<file path="src/rtl/rrf_recovery_ctrl.sv">
// RRF -> RAT recovery sequencer: stall rename, let the last commit land, bulk-copy the
// committed map, rebuild the free list. Optional counters under RRF_RECOVERY_STATS_EN.
module rrf_recovery_ctrl #(
  parameter  int P_REG_NUM    = 64,
  parameter  int ARCH_REG_NUM = 32,
  parameter  int COPY_WIDTH   = 4,
  localparam int PTAG_W       = $clog2(P_REG_NUM),
  localparam int AIDX_W       = $clog2(ARCH_REG_NUM)
) (
  input  logic                           clk,
  input  logic                           rst_n,
  input  logic                           flush_req,
  input  logic                           regf_we,
  input  logic [ARCH_REG_NUM*PTAG_W-1:0] restore_rat,
  output logic                           rename_stall,
  output logic                           rat_wr_en,
  output logic [AIDX_W-1:0]              rat_wr_base,
  output logic [COPY_WIDTH*PTAG_W-1:0]   rat_wr_tag,
  output logic                           fl_restore,
  output logic                           recovery_done,
  output logic                           busy
`ifdef RRF_RECOVERY_STATS_EN
  ,
  output logic [15:0]                    flush_count,
  output logic [31:0]                    stall_cycles
`endif
);

  // state       | meaning
  // IDLE        | normal operation, waiting for a flush
  // WAIT_COMMIT | rename frozen, letting the in-flight RRF write settle
  // COPY        | writing COPY_WIDTH RAT entries per cycle from the RRF
  // FL_RESET    | one-cycle free-list rebuild pulse
  // DONE        | one-cycle completion pulse; rename resumes next cycle

  localparam int COPY_CYCLES = ARCH_REG_NUM / COPY_WIDTH;
  localparam int CNT_W       = (COPY_CYCLES > 1) ? $clog2(COPY_CYCLES) : 1;
  localparam int GRP_W       = COPY_WIDTH * PTAG_W;
  localparam logic [CNT_W-1:0] CNT_LAST = CNT_W'(COPY_CYCLES - 1);

  typedef enum logic [2:0] {
    IDLE        = 3'd0,
    WAIT_COMMIT = 3'd1,
    COPY        = 3'd2,
    FL_RESET    = 3'd3,
    DONE        = 3'd4
  } state_t;

  state_t           state, state_nxt;
  logic [CNT_W-1:0] cnt, cnt_nxt;

  always_ff @(posedge clk or negedge rst_n) begin
    if (!rst_n) begin
      state <= IDLE;
      cnt   <= '0;
    end else begin
      state <= state_nxt;
      cnt   <= cnt_nxt;
    end
  end

  // flush_req outside IDLE and regf_we outside WAIT_COMMIT are deliberately ignored.
  always_comb begin
    state_nxt = state;
    cnt_nxt   = cnt;
    case (state)
      IDLE: begin
        if (flush_req) begin
          state_nxt = WAIT_COMMIT;
          cnt_nxt   = '0;
        end
      end
      WAIT_COMMIT: begin
        if (!regf_we) begin
          state_nxt = COPY;
          cnt_nxt   = '0;
        end
      end
      COPY: begin
        if (cnt == CNT_LAST) begin
          state_nxt = FL_RESET;
          cnt_nxt   = '0;
        end else begin
          cnt_nxt = cnt + 1'b1;
        end
      end
      FL_RESET: state_nxt = DONE;
      DONE:     state_nxt = IDLE;
      default: begin
        state_nxt = IDLE;
        cnt_nxt   = '0;
      end
    endcase
  end

  always_comb begin
    busy          = (state != IDLE);
    rename_stall  = (state != IDLE);
    rat_wr_en     = (state == COPY);
    fl_restore    = (state == FL_RESET);
    recovery_done = (state == DONE);
    rat_wr_base   = '0;
    rat_wr_tag    = '0;
    if (state == COPY) begin
      rat_wr_base = AIDX_W'(cnt) * AIDX_W'(COPY_WIDTH);
      for (int g = 0; g < COPY_CYCLES; g++) begin
        if (cnt == CNT_W'(g)) rat_wr_tag = restore_rat[g*GRP_W +: GRP_W];
      end
    end
  end

`ifdef RRF_RECOVERY_STATS_EN
  always_ff @(posedge clk or negedge rst_n) begin
    if (!rst_n) begin
      flush_count  <= '0;
      stall_cycles <= '0;
    end else begin
      if (state == IDLE && flush_req && flush_count != '1)
        flush_count <= flush_count + 1'b1;
      if (busy && stall_cycles != '1)
        stall_cycles <= stall_cycles + 1'b1;
    end
  end
`endif

endmodule

</file>
<file path="config.mk">
export PLATFORM = sky130hd
export DESIGN_NAME = rrf_recovery_ctrl
export DESIGN_NICKNAME = d
export VERILOG_FILES = /design/src/rtl/rrf_recovery_ctrl.sv
export SDC_FILE = /design/constraint.sdc
export NUM_CORES = 1
export LEC_CHECK = 0
export BUFFER_PORTS_ARGS = -buffer_cell sky130_fd_sc_hd__buf_2
export CORE_ASPECT_RATIO = 0.6
export CORE_UTILIZATION = 33
export CTS_CLUSTER_DIAMETER = 150
export DETAILED_ROUTE_END_ITERATION = 10
export GPL_TIMING_DRIVEN = 0
export PLACE_DENSITY_LB_ADDON = 0.12
export SLEW_MARGIN = 25
export SYNTH_ARGS = -nofsm -noshare
export SYNTH_HDL_FRONTEND = slang
export SYNTH_SLANG_ARGS = --single-unit
</file>
<file path="constraint.sdc">
create_clock -name clk -period 1.98 [get_ports clk]
set_clock_uncertainty 0.1 [all_clocks]
set_input_delay 0.297 -clock clk [delete_from_list [all_inputs] [get_ports clk]]
set_output_delay 0.297 -clock clk [all_outputs]
set_load 0.03 [all_outputs]
</file>
==> results of run 1 <==
state kept, by name (all words and copies together) (netlist names):
name	flops
cnt	3
state	3
power breakdown:
group / total, W / internal (W) / switching, W
clock network: 0.000336 / 0.000260 / 0.0000758
registers: 0.000224 / 0.000171 / 0.0000531
logic: 0.00609 / 0.00283 / 0.00326
worst register-to-register path: stages (launching register included):
cell and delay [ns]:
dfrtp_2 0.43, ha_4 0.17, ha_1 0.13, buf_2 0.27
inv_4 0.10, clkbuf_4 0.21, a32o_1 0.26
final timing paths:
kind,endpoint,slack [ns],cells past startpoint
min reg2reg,state[0],0.48,2
min,state[0],0.26,3
min in group asynchronous,cnt[2],0.31,2
max reg2reg,cnt[1],0.20,6
max,rat_wr_tag[19],-0.72,7
max in group asynchronous,state[0],1.31,2
synthesized netlist by cell type:
| cell type | number |
|---|---|
| conb_1 | 1 |
| a31oi_1 | 1 |
| clkbuf_1 | 16 |
| ha_1 | 6 |
| nor3b_1 | 1 |
| o32ai_1 | 1 |
| inv_1 | 4 |
| nor2_1 | 11 |
| o31ai_1 | 1 |
| nor2b_1 | 1 |
| dfrtp_1 | 6 |
| nand2b_1 | 2 |
| clkinv_4 | 1 |
| a221oi_1 | 27 |
| o22ai_1 | 23 |
| nand2b_2 | 2 |
| a21oi_1 | 24 |
| a32o_1 | 1 |
| nand2_1 | 3 |
| o221ai_1 | 23 |
| o2bb2ai_1 | 1 |
| nor2b_4 | 1 |
| o21ai_0 | 25 |
| buf_4 | 15 |
| clkinv_1 | 1 |
| buf_6 | 4 |
| and2_1 | 1 |
| buf_2 | 12 |
| mux2i_1 | 2 |
| buf_1 | 1 |
| o311ai_0 | 1 |
| or2_1 | 1 |
| a221o_1 | 24 |
| inv_2 | 2 |
| a221oi_2 | 21 |
| or3_1 | 26 |
cell families after synthesis:
logic type / Yosys count / synth area share, %
compound gates: 173 / 62.74
other cells: 1 / 0.1642
mux: 2 / 0.8767
fa+ha+maj: 6 / 3.288
simple gates: 49 / 12.49
flops: 6 / 6.575
buf+inv: 56 / 13.86
metal layers:
metal	vias up	GRT usage [%]	part of all wire, %
met3	23	3.842	8.6
met5	-	0	0
met1	1869	45.24	43
met2	251	50.86	47
met4	0	8.500	1.4
li1	1767	-	-
repair_timing:
| item | in CTS | in global routing |
|---|---|---|
| setup endpoints to repair | 25 | 28 |
| cloned | 2 | 2 |
| endpoints found under the hold margin | 6 | 0 |
| gates resized for setup | 95 | 52 |
| setup buffers | 15 | 5 |
| pin swaps | 6 | 8 |
| hold buffers | 1 | 0 |
metrics by stage:
step,std cells,total power [W],setup slack (ns)
3_3_place_gp,608,0.004963,-0.7988
2_1_floorplan,294,0.003879,-0.3512
4_1_cts,627,0.006146,-0.7701
5_1_grt,631,0.006957,-0.7934
6_report,631,0.006651,-0.7170
3_5_place_dp,608,0.005035,-0.7772
final cells by class:
type                            instances  area (µm²)
Multi-Input combinational cell        232        2278
Buffer                                 43       380.4
Tap cell                               87       108.9
Clock buffer                            3       75.07
Inverter                                8       51.30
Sequential cell                         6       153.9
Fill cell                             572        2117
Timing Repair Buffer                  252        1511
==> results.yml, run 1 <==
layout:
  final_util_pct: 68.29
  final_cell_mix: "buf_2 (200), buf_6 (38), buf_4 (30), o21ai_0 (25)"
  diodes: 0
  synthToLayoutAreaGrowth_pct: 99.67
  nets: 748
  fin_area_um2: 4559
  drive_above_1_share_pct: 66.54
  final_common_cell: "buf_2"
route:
  vias: 3910
  drtPass1Iterations: 5
  drt_iter0_markers: 321
  ant_nets: 0
  routed_via_density: 6.197
  remaining_drc_errors: 0
  wl_per_cell_um: 20.34
  routed_wl_um: 12840
clock_network:
  clock_latency_ns: 0.23
  path_clk_slew_ns: 0.03
  cts_buffer_depth: 2
  clock-sinks: 6
  cts_htree_levels: 1
  root_buffer: "clkbuf_16"
  cts_made_buffers: 3
  cts_tree: "yes"
sta:
  fin_ws_ns: -0.7170
  setup_viol: 24
  finalWorstPathRequiredPeriod_ns: 2.697
  finalHoldViolCount: 0
  worst_pin_slew_ns: 0.5680
  drv_slew: 0
  relSlewSlack_pct: 62.13
  fin_crit_sh_pct: 136.2
  holdWs_ns: 0.2610
  max_freq_mhz: 370.8
  tns_ns: -16.14
  rsz0062_at_grt: "yes"
worst_setup_path:
  crit_fanout: 10
  worst_setup_path_start_kind: "flop"
  worstPathCellList: "buf_6 -> ha_4 -> clkbuf_1 -> a221o_1 -> a21oi_1 -> a221oi_4 -> buf_6"
  critical-path-max-stage-delay_ns: 0.45
  crit_top_cell: "buf_6"
  worstPathArrival_ns: 2.30
  crit_required_ns: 1.58
  worst-path-buf-inv: 3
  critical_path.top_delay_family: "buffers and inverters"
  crit_start: "cnt[1]"
  critPathSlowestCell: "clkbuf_1"
  timing.rr.start: "cnt[1]"
  crit_type: "flop to primary output"
  end_kind: "primary output"
worst_hold_path:
  hold_start: "regf_we"
  hold_class: "input pin to flop"
die:
  dieHeight_um: 66.44
  dieArea_um2: 7267
  initial_core_util_pct: 34.20
  die_x_um: 109.4
  core_um2: 6676
  ioPinCount: 230
  rows: 23
grt:
  grt_max_degree: 11
  first_global_vias: 3573
  grt_pass1_wl_um: 17870
  grt.overflow.total: 0
  grtUsageTotal_pct: 32.02
  antenna_found_initial: 0
flow_run:
  cap_violations: 0
synthesis:
  synth_top_area_share_pct: 13.81
  syn_avg_cell_area_um2: 7.793
  ys_ff_latch: 6
  synth_top_area_cell: "a221oi_2"
  ys_seq_area_share_pct: 6.575
  synth_cell_type_count: 36
  ys_warn_count: 0
  syn_area_um2: 2283
  syn_inst: 293
  synth_top_cells_by_area: "a221oi_2 (14%), a221o_1 (11%), a221oi_1 (10%)"
run_status:
  violations: "negative setup slack"
  status: "finished with violations"
pwr:
  p_leak_nw: 1.998
  cellPowerDensity_nw_per_um2: 1459
  ir_worst_vdd_mv: 1.197
placement:
  place_congestion: 0.8400
  placed_area_um2: 3872
  io_buffer_count: 227
  place_hpwl_um: 9307
Note: power is estimated with default switching activity, not from simulation.
==> run 2: changes to the inputs <==
--- a/config.mk
+++ b/config.mk
@@ -5,9 +5,10 @@
 export SDC_FILE = /design/constraint.sdc
 export NUM_CORES = 1
 export LEC_CHECK = 0
+export ABC_AREA = 1
 export BUFFER_PORTS_ARGS = -buffer_cell sky130_fd_sc_hd__buf_2
 export CORE_ASPECT_RATIO = 0.6
-export CORE_UTILIZATION = 33
+export CORE_UTILIZATION = 37
 export CTS_CLUSTER_DIAMETER = 150
 export DETAILED_ROUTE_END_ITERATION = 10
 export GPL_TIMING_DRIVEN = 0
==> results.yml, run 2 <==
synthesis:
  syn_inst: 607
  syn_area_um2: 2897
  synth_most_common_cell: "nand2_1"
  synthTopCellsByCount: "nand2_1 (245), inv_1 (83), nand3_1 (68)"
  syn_avg_cell_area_um2: 4.772
  ys_warn_count: 0
  synth_edf_count: 0
  ys_seq_area_share_pct: 5.184
  synth_top_area_share_pct: 31.75
  synth_cell_type_count: 30
  synthArstFlopShare_pct: 100.0
  ys_ff_latch: 6
  synth_top_cells_by_area: "nand2_1 (32%), nand3_1 (12%), inv_1 (11%)"
  synth_top_area_cell: "nand2_1"
  synthFlopType: "dfrtp_1"
sta:
  finalWorstPathRequiredPeriod_ns: 2.519
  holdWs_ns: 0.3310
  fin_ws_ns: -0.5389
  fin_crit_sh_pct: 127.2
  setup_viol: 24
  max_freq_mhz: 397.0
  finalHoldViolCount: 0
  drv_slew: 0
  rsz0062_at_grt: "yes"
layout:
  reg_top3: "cnt: 3 flops, state: 3 flops"
  nets: 1071
  diodes: 0
  final_common_cell: "nand2_1"
  fillers: 684
  drive_above_1_share_pct: 47.29
  stdcell_count: 971
  final_cell_mix: "nand2_1 (214), buf_2 (211), inv_1 (78), nand3_1 (58), nor2_1 (49)"
  synthToLayoutAreaGrowth_pct: 81.25
grt:
  use_met2_pct: 50.49
  first_global_vias: 4346
  grt_max_degree: 11
  met1_usage_pct: 36.86
  top_usage_layer: "met2"
  antenna_found_initial: 0
  grt.overflow.total: 0
  use_met3_pct: 4.456
  grt_pass1_wl_um: 18820
  grtUsageTotal_pct: 28.76
clock_network:
  clock-sinks: 6
  cts_buffer_depth: 2
  clock_latency_ns: 0.23
  root_buffer: "clkbuf_16"
  path_clk_slew_ns: 0.04
  cts_made_buffers: 3
  cts_tree: "yes"
  cts_htree_levels: 1
pwr:
  ir_worst_vdd_mv: 0.5874
  p_leak_nw: 2.967
  cellPowerDensity_nw_per_um2: 1166
worst_hold_path:
  hold_class: "input pin to flop"
  hold_start: "regf_we"
die:
  initial_core_util_pct: 39.05
  dieArea_um2: 8198
  ioPinCount: 230
  die_x_um: 116.2
  dieHeight_um: 70.54
  core_um2: 7417
  rows: 24
worst_setup_path:
  crit_fanout: 6
  crit_required_ns: 1.58
  crit_type: "flop to primary output"
  crit_start: "cnt[0]"
  end_kind: "primary output"
  worstPathArrival_ns: 2.12
  timing.rr.start: "state[0]"
  worst_setup_path_start_kind: "flop"
route:
  vias: 4722
  remaining_drc_errors: 0
  drtPass1Iterations: 5
  drt_iter0_markers: 289
  routed_via_density: 4.863
  wl_per_cell_um: 12.96
  routed_wl_um: 12590
  ant_nets: 0
placement:
  place_congestion: 0.8572
  post-place-cells: 939
  io_buffer_count: 227
  place_hpwl_um: 9572
  pre_cts_ws_ns: -0.4657
flow_run:
  cap_violations: 0
run_status:
  status: "finished with violations"
  violations: "negative setup slack"
run 2: path summary, 6_finish.rpt:
kind / slack [ns] / end / cells past startpoint
setup / recovery: -0.54 / rat_wr_tag[19] / 14
hold / removal: 0.33 / state[0] / 3
setup reg to reg: 0.29 / state[0] / 9
hold reg to reg: 0.51 / state[2] / 2
max in group asynchronous: 1.26 / cnt[0] / 2
min in group asynchronous: 0.34 / state[2] / 2
run 2: what timing repair did:
action	in CTS	in global routing
hold endpoints to repair	6	0
setup buffers	13	10
endpoints found under the setup margin	28	28
gates cloned	6	0
gates resized for setup	105	54
pin swaps	12	17
hold buffers	1	0
run 2: cell type report:
type | instances | area (µm²) | area share (%)
timing repair buffer | 256 | 1555 | 29.62
tap | 104 | 130.1 | 2.479
multi-input combinational | 469 | 2624 | 49.98
sequential | 6 | 152.6 | 2.908
inverter | 90 | 357.8 | 6.816
timing repair inverter | 1 | 6.256 | 0.1192
buffer | 42 | 349.1 | 6.649
clock buffer | 3 | 75.07 | 1.430
run 2: critical path, cell delays in order (launching register included):
cell and delay, ns:
dfrtp_2 0.47, inv_4 0.11, ha_4 0.18, inv_4 0.05, nor2_8 0.14, buf_6 0.15, nand3_2 0.06, nand3_2 0.07
nand2_1 0.05, nand2_1 0.09, nand2_1 0.07, nand2_1 0.08, nand2_2 0.07, a21oi_4 0.15, buf_6 0.14
run 2: routing by layer:
| layer | vias to the layer above | part of all wire, % |
|---|---|---|
| met3 | 20 | 8.4 |
| met2 | 220 | 48 |
| met4 | 0 | 1.8 |
| li1 | 2381 | - |
| met1 | 2101 | 41 |
| met5 | - | 0 |
run 2: kinds of logic (layout without fill, tap and decap cells):
logic type | Yosys count | in the layout | synth area share [%]
DFF | 6 | 6 | 5.183
adders and majority gates | 6 | 6 | 2.592
buffers and inverters | 133 | 392 | 20.82
and+or+nand+nor | 385 | 385 | 56.54
AOI/OAI and AO/OA | 76 | 76 | 14.73
other | 1 | 2 | 0.1295
run 2: report_power, final:
part	switching (W)	total (W)	internal, W
combinational	0.00330	0.00555	0.00225
clock	0.0000736	0.000333	0.000260
sequential	0.0000659	0.000241	0.000175
run 2: per-stage QoR:
stage	cell area [µm²]	power, W	utilization [%]	setup TNS, ns
after floorplan	3229	0.003614	-	-1.411
after global placement	4496	0.004608	60.61	-9.154
after detailed placement	4496	0.004680	60.61	-9.882
after CTS	5036	0.005728	67.90	-11.52
after global routing	5250	0.006603	70.78	-14.21
final	5250	0.006119	70.78	-11.64
==> run 3: changes to the inputs <==
--- a/config.mk
+++ b/config.mk
@@ -12,7 +12,7 @@
 export CTS_CLUSTER_DIAMETER = 150
 export DETAILED_ROUTE_END_ITERATION = 10
 export GPL_TIMING_DRIVEN = 0
-export PLACE_DENSITY_LB_ADDON = 0.12
+export PLACE_DENSITY_LB_ADDON = 0.3
 export SLEW_MARGIN = 25
 export SYNTH_ARGS = -nofsm -noshare
 export SYNTH_HDL_FRONTEND = slang
==> results.yml, run 3 (synthesized netlist as in run 2, its figures left out) <==
run_status:
  status: "finished with violations"
  violations: "negative setup slack"
worst_setup_path:
  crit_fanout: 10
  end_kind: "primary output"
  crit_start: "cnt[0]"
  endpoint: "rat_wr_tag[10]"
  crit_required_ns: 1.58
  crit_type: "flop to primary output"
  timing.rr.start: "state[0]"
  r2r_slack_ns: 0.36
  r2r_end: "state[1]"
  reg2reg_depth: 8
  worst_setup_path_start_kind: "flop"
  worstPathArrival_ns: 2.15
pwr:
  cellPowerDensity_nw_per_um2: 1180
  ir_worst_vdd_mv: 0.5853
  p_leak_nw: 2.922
die:
  die_x_um: 116.2
  ioPinCount: 230
  dieArea_um2: 8198
  initial_core_util_pct: 39.05
  core_um2: 7417
  dieHeight_um: 70.54
  rows: 24
sta:
  fin_crit_sh_pct: 128.8
  max_freq_mhz: 392.2
  finalWorstPathRequiredPeriod_ns: 2.550
  fin_ws_ns: -0.5700
  finalHoldViolCount: 0
  drv_slew: 0
  rsz0062_at_grt: "yes"
  setup_viol: 24
clock_network:
  cts_made_buffers: 3
  clock_latency_ns: 0.23
  cts_htree_levels: 1
  cts_buffer_depth: 2
  cts_tree: "yes"
  root_buffer: "clkbuf_16"
  path_clk_slew_ns: 0.03
  clock-sinks: 6
route:
  drt_iter0_markers: 214
  routed_via_density: 4.834
  drtPass1Iterations: 5
  ant_nets: 0
  met3WireLength_um: 876
  routed_wl_um: 12340
  routed-wl-met2_um: 6209
  wl_met1_um: 5183
  remaining_drc_errors: 0
  vias: 4621
  wl_per_cell_um: 12.90
  top_layer: "met4"
flow_run:
  cap_violations: 0
placement:
  post-place-cells: 939
  pre_cts_ws_ns: -0.4514
  place_congestion: 0.8684
  place_hpwl_um: 9576
  io_buffer_count: 227
layout:
  reg_top3: "cnt: 3 flops, state: 3 flops"
  synthToLayoutAreaGrowth_pct: 76.89
  diodes: 0
  final_common_cell: "nand2_1"
  stdcell_count: 956
  multi_input_area_um2: 2643
  nets: 1056
  fillers: 681
  seqCellArea_um2: 152.6
  final_cell_mix: "nand2_1 (217), buf_2 (213), inv_1 (78), nor2_1 (53), nand3_1 (46)"
  drive_above_1_share_pct: 46.95
grt:
  grt_max_degree: 11
  grt.overflow.total: 0
  grtUsageTotal_pct: 28.29
  first_global_vias: 4235
  grt_pass1_wl_um: 18660
  antenna_found_initial: 0
worst_hold_path:
  hold_class: "input pin to flop"
-- run 3: cell count changes in the layout (fill, tap and decap cells not counted), moves of 4 or more --
cell | before | now
clkbuf_4 | 2 | 6
o21ai_1 | 10 | 5
nand3_1 | 58 | 46
nand3_2 | 20 | 32
buf_4 | 31 | 18
nor2_1 | 49 | 53
buf_6 | 39 | 32
o21ai_0 | 34 | 40
-- run 3: report_power, final --
group | internal, W | leakage (nW) | switching, W
Sequential | 0.000174 | 0.0756 | 0.0000624
Combinational | 0.00219 | 2.81 | 0.00329
Clock | 0.000260 | 0.0370 | 0.0000770
Total | 0.00262 | 2.92 | 0.00342
-- run 3: repair_timing --
action	in CTS	in global routing
pin swaps	10	16
endpoints found under the setup margin	28	28
resized for setup	84	59
gates cloned	2	0
hold buffers	1	0
endpoints found under the hold margin	6	0
setup buffers	8	4
-- run 3: final cells by class --
class | instances | area share (%)
clock buffer | 3 | 1.465
buffer | 42 | 6.593
inverter | 90 | 6.935
tap | 104 | 2.540
multi-input combinational | 469 | 51.58
sequential | 6 | 2.979
timing repair buffer | 242 | 27.91
-- run 3: per-layer routing --
metal	GRT usage, %	vias up
li1	-	2346
met1	34.43	2074
met2	53.39	193
met3	4.370	8
met4	3.561	0
met5	0	-
-- run 3: metrics by stage --
step	power [W]	setup TNS (ns)	hold slack [ns]	util [%]	cell area (µm²)
final	0.006044	-12.52	0.3203	69.08	5124
after detailed placement	0.004680	-9.778	0.03340	60.61	4496
after global routing	0.006486	-14.41	0.3411	69.08	5124
after global placement	0.004598	-8.851	0.02991	60.61	4496
after CTS	0.005661	-11.90	0.3165	66.19	4910
after floorplan	0.003614	-1.411	-0.09859	-	3229
-- run 3: worst min path at each step --
stage	cells after the start	start	to
after detailed placement	1	rst_n	cnt[2]
final	3	regf_we	state[0]
after global routing	3	regf_we	state[0]
after CTS	3	regf_we	state[0]
after floorplan	0	rst_n	cnt[0]
after global placement	1	rst_n	cnt[1]
-- run 3: worst max-delay path: stages, from the launching register on --
cell,delay [ns]
dfrtp_2,0.44
buf_4,0.15
ha_4,0.16
inv_6,0.05
nor2_4,0.18
buf_6,0.17
nand2_1,0.08
nand3_2,0.09
nand2_1,0.05
nand2_1,0.09
nand2_1,0.05
nand2_1,0.08
nand2_2,0.07
a21oi_4,0.12
buf_6,0.14
